**src/rtl/jpeg_byte_stuffer.sv**
```systemverilog
// jpeg_byte_stuffer: serialises a packed block MSB-byte-first, inserting 0x00 after each 0xFF.
module jpeg_byte_stuffer #(
  parameter int NUM_BYTES = 64,
  parameter bit STUFF_EN  = 1'b1
) (
  input  logic                   clk,
  input  logic                   rst,
  input  logic [8*NUM_BYTES-1:0] blk_data,
  input  logic [6:0]             blk_bytes,
  input  logic                   blk_valid,
  output logic                   blk_ready,
  output logic [7:0]             out_data,
  output logic                   out_valid,
  input  logic                   out_ready,
  output logic                   blk_done,
  output logic [15:0]            stuff_cnt
);
  localparam int W = 8 * NUM_BYTES;
  localparam logic [6:0] MAX_BYTES = 7'(NUM_BYTES);
  typedef enum logic [1:0] {IDLE, SEND, STUFF} state_t;
  state_t        state_q, state_d;
  logic [W-1:0]  shreg_q, shreg_d;
  logic [6:0]    rem_q, rem_d;
  logic [15:0]   stuff_cnt_q, stuff_cnt_d;
  logic [7:0]    top_byte;
  logic          xfer;
  always_comb begin
    top_byte    = shreg_q[W-1 -: 8];
    blk_ready   = state_q == IDLE;
    out_valid   = state_q != IDLE;
    out_data    = state_q == SEND ? top_byte : 8'h00;
    xfer        = out_valid && out_ready;
    blk_done    = 1'b0;
    state_d     = state_q;
    shreg_d     = shreg_q;
    rem_d       = rem_q;
    stuff_cnt_d = stuff_cnt_q;
    if (state_q == IDLE) begin
      if (blk_valid) begin
        shreg_d = blk_data;
        rem_d   = blk_bytes > MAX_BYTES ? MAX_BYTES : blk_bytes;
        state_d = blk_bytes == 7'd0 ? IDLE : SEND;
      end
    end else if (xfer) begin
      // a 0xFF holds its position until the stuff byte has gone out behind it
      if (state_q == SEND && STUFF_EN && top_byte == 8'hFF) begin
        state_d = STUFF;
      end else begin
        shreg_d  = shreg_q << 8;
        rem_d    = rem_q - 7'd1;
        blk_done = rem_q == 7'd1;
        state_d  = rem_q == 7'd1 ? IDLE : SEND;
        if (state_q == STUFF) stuff_cnt_d = &stuff_cnt_q ? stuff_cnt_q : stuff_cnt_q + 16'd1;
      end
    end
  end
  always_ff @(posedge clk or posedge rst) begin
    if (rst) begin
      state_q     <= IDLE;
      shreg_q     <= '0;
      rem_q       <= '0;
      stuff_cnt_q <= '0;
    end else begin
      state_q     <= state_d;
      shreg_q     <= shreg_d;
      rem_q       <= rem_d;
      stuff_cnt_q <= stuff_cnt_d;
    end
  end
  assign stuff_cnt = stuff_cnt_q;
endmodule

```
**config.mk**
```make
export PLATFORM = sky130hd
export DESIGN_NAME = jpeg_byte_stuffer
export DESIGN_NICKNAME = d
export VERILOG_FILES = /design/src/rtl/jpeg_byte_stuffer.sv
export SDC_FILE = /design/constraint.sdc
export NUM_CORES = 2
export LEC_CHECK = 0
export CAP_MARGIN = 20
export CELL_PAD_IN_SITES_DETAIL_PLACEMENT = 1
export CELL_PAD_IN_SITES_GLOBAL_PLACEMENT = 2
export CORE_MARGIN = 5
export CORE_UTILIZATION = 29
export CTS_CLUSTER_DIAMETER = 200
export CTS_CLUSTER_SIZE = 30
export DETAILED_ROUTE_END_ITERATION = 6
export GPL_ROUTABILITY_DRIVEN = 1
export PLACE_DENSITY = 0.8
export SYNTH_ARGS = -nofsm -noshare
export SYNTH_HDL_FRONTEND = slang
export SYNTH_SLANG_ARGS = --single-unit
```
**constraint.sdc**
```tcl
create_clock -name clk -period 21.9 [get_ports clk]
set_input_delay 5.475 -clock clk [delete_from_list [all_inputs] [get_ports clk]]
set_output_delay 5.475 -clock clk [all_outputs]
set_load 0.01 [all_outputs]
```
==> impl_metrics.yaml <==
logic_synthesis:
  synth_cell_types: 41
  yosysSeqAreaShare_pct: 55.3
  synthArstFlopShare_pct: 100
  syn_nets: 3454
  synth_flop_cell: "dfrtp_1"
  synthCells: 2928
  syn_area_per_cell_um2: 8.30
  synth_compound_area_share_pct: 13.9
  ys_ff_latch: 537
  yosys_warnings: 0
  yosys.area_share.adder_pct: 0.154
  synth_xor_area_share_pct: 0.540
  synth_top_family_by_area: "simple AND/OR/NAND/NOR gates"
  synthMuxAreaShare_pct: 0.0463
  synth_area_mm2: 0.0243
  synth_simple_gate_area_share_pct: 25.3
  synth_edf_count: 0
run:
  cap_violations: 0
timing:
  rsz0062_at_grt: "false"
  setup-tns-final_ns: 0
  min_period_ns: 12.70
  setup_viol: 0
  fmaxAchievable_mhz: 78.8
  finalClockSkew_ns: 0.0234
  slew_viol_final: 0
  period_share_pct: 58.0
  slew_headroom_pct: 32.2
  hold_violations: 0
  worst_slew_pin_slew_ns: 1.02
place:
  numPortBuffers: 549
  dp_hpwl_um: 58100
  gp_congestion: 0.779
  place_area_mm2: 0.0303
  dp.cells: 4355
power:
  irDropWorstVdd_uv: 79.7
  p_total_w: 0.00372
  powerDensity_mw_per_mm2: 120
  leakagePower_nw: 12.9
clock_tree:
  clock_latency_ns: 0.59
  clk_path_buf_depth: 3
  cts_hold_buf: 0
  cts_setup_buffers: 0
  cts.repair.resized: 0
  cts_tree: "done"
  clk_pin_slew_ns: 0.12
  root_buffer: "clkbuf_16"
  cts_buffers: 21
  cts_num_sinks: 537
  cts-htree-levels: 1
route:
  via_count: 21400
  wirelength_um: 83500
  drc: 0
  dr.first_iter.drc_count: 1440
  wl_per_cell_um: 19.0
  ant_nets: 0
  dr.pass1.iters: 5
  routed_via_density: 4.86
final_layout:
  final_cells: 4393
  syn_to_final_growth_pct: 27.0
  finish.instance_area_mm2: 0.0309
  nets: 3826
  drive_above_1_share_pct: 1.73
grt:
  track_usage_pct: 17.8
  grt_pass1_wl_um: 128000
  antenna_found_initial: 23
  overflow: 0
  grt_pass1_vias: 21500
  grt_max_degree: 233
floorplanning:
  fp.dieH_um: 300
  initial_core_util_pct: 29.1
  pin_count: 550
  die_x_um: 300
  core_mm2: 0.0834
  die_area_mm2: 0.0897
  fp-row-count: 106
worst_setup_path:
  crit_family: "buffers and inverters"
  reg2reg_depth: 8
  regToRegStartpoint: "state_q[1]$_DFFE_PP0P_"
  slowest_delay_ns: 0.59
  end_kind: "output port"
  r2r_setup_slack_ns: 16.50
  rr_endpoint: "shreg_q[102]$_DFFE_PP0P_"
  crit_path_frequent_cell: "clkdlybuf4s50_1"
  worstPathRequired_ns: 16.43
  crit_chain: "clkdlybuf4s50_1, o21ai_0, nor3b_1, clkdlybuf4s50_1"
  worstPathArrival_ns: 7.22
  cpMaxStageDelayCell: "clkdlybuf4s50_1"
  crit_fanout: 5
  path_buf_inv: 2
  startpoint_type: "primary input"
  crit_type: "in2out"
worst_hold_path:
  min_path_type: "reg2reg"
  hold_depth: 2
  min_from: "shreg_q[3]$_DFFE_PP0P_"
  holdPathEnd: "shreg_q[3]$_DFFE_PP0P_"
status:
  status: "finished, final reports clean"
-- power breakdown --
group / leakage [nW] / switching [W] / internal, W / total [W]
Clock: 0.263 / 0.000327 / 0.000176 / 0.000503
Sequential: 5.72 / 0.000235 / 0.00141 / 0.00165
Combinational: 6.92 / 0.000963 / 0.000604 / 0.00157
-- cells by family after synthesis --
group | count (synthesis)
AND/OR/NAND/NOR | 1599
AO/OA/AOI/OAI | 538
adder cells (fa/ha/maj) | 3
XOR/XNOR | 15
flip-flops | 537
buffers and inverters | 235
multiplexers | 1
-- flip-flops by register name (all words and copies together) (netlist names) --
signal,flops
rem_q,7
shreg_q,512
state_q,2
stuff_cnt,16
-- routing by layer --
| layer | up-vias | GRT usage [%] | wire length (um) |
|---|---|---|---|
| met1 | 10400 | 23.5 | 36900 |
| li1 | 10500 | - | - |
| met5 | - | 0 | 136 |
| met4 | 20 | 3.74 | 1210 |
| met2 | 371 | 30.4 | 40900 |
| met3 | 69 | 3.59 | 4360 |
-- cell usage after synthesis (2+ instances only) --
library cell | count | share of area, %
a21oi_1 | 6 | 0.12
a31oi_1 | 506 | 13
and2_1 | 8 | 0.21
and3_1 | 4 | 0.10
and4_1 | 6 | 0.22
buf_2 | 72 | 1.5
buf_4 | 45 | 1.4
buf_6 | 4 | 0.19
clkbuf_1 | 107 | 1.7
dfrtp_1 | 537 | 55
ha_1 | 3 | 0.15
inv_1 | 5 | 0.077
nand2_1 | 1028 | 16
nand3_1 | 17 | 0.35
nand3b_1 | 2 | 0.062
nand4_1 | 6 | 0.15
nor2_1 | 514 | 7.9
nor3_1 | 4 | 0.082
nor3b_1 | 2 | 0.062
nor4_1 | 2 | 0.051
o211ai_1 | 3 | 0.093
o21a_1 | 2 | 0.062
o21ai_0 | 13 | 0.27
xnor2_1 | 15 | 0.54
-- tightest hold or removal path, cell delays in order (launching register included) --
cell and delay [ns]:
dfrtp_1 0.36, nand2_1 0.05, nand2_1 0.05
-- placed cells by master (no fill, tap or decap), types with 8 or more instances in the layout --
cell and n:
and2_1 8, nand3_1 17, o21ai_0 13, diode_2 14
xnor2_1 15, a31oi_1 506, nand2_1 1028, clkdlybuf4s50_1 549
nor2_1 514, buf_4 25, clkbuf_16 21, dfrtp_1 537
-- stage by stage --
step	hold WS [ns]	util, %	worst slack, ns
global route	0.496	37.0	9.06
global placement	0.457	36.3	9.25
CTS	0.484	36.9	9.19
floorplan	0.439	-	1.42
detailed placement	0.456	36.3	9.21
finish	0.482	37.0	9.20
-- layout make-up --
class                   count  area [um2]
fillers                  9876       52500
flip-flops and latches    537       13400
multi-input cells        2156        9710
repair buffers            578        5780
well taps                1080        1350
clock buffers              21         526
inverters                   6        37.5
diodes                     14        35.0
clock inverters             1        5.00
-- worst max-delay path by stage --
stage	endpoint	slack, ns	from	depth (start not counted)
2_1_floorplan	rem_q[0]$_DFFE_PP0P_	1.42	rst	1
3_3_place_gp	blk_done	9.25	out_ready	4
3_5_place_dp	blk_done	9.21	out_ready	4
4_1_cts	blk_done	9.19	out_ready	4
5_1_grt	blk_done	9.06	out_ready	4
6_report	blk_done	9.20	out_ready	4
No activity file was read; power rests on OpenSTA's default activity.
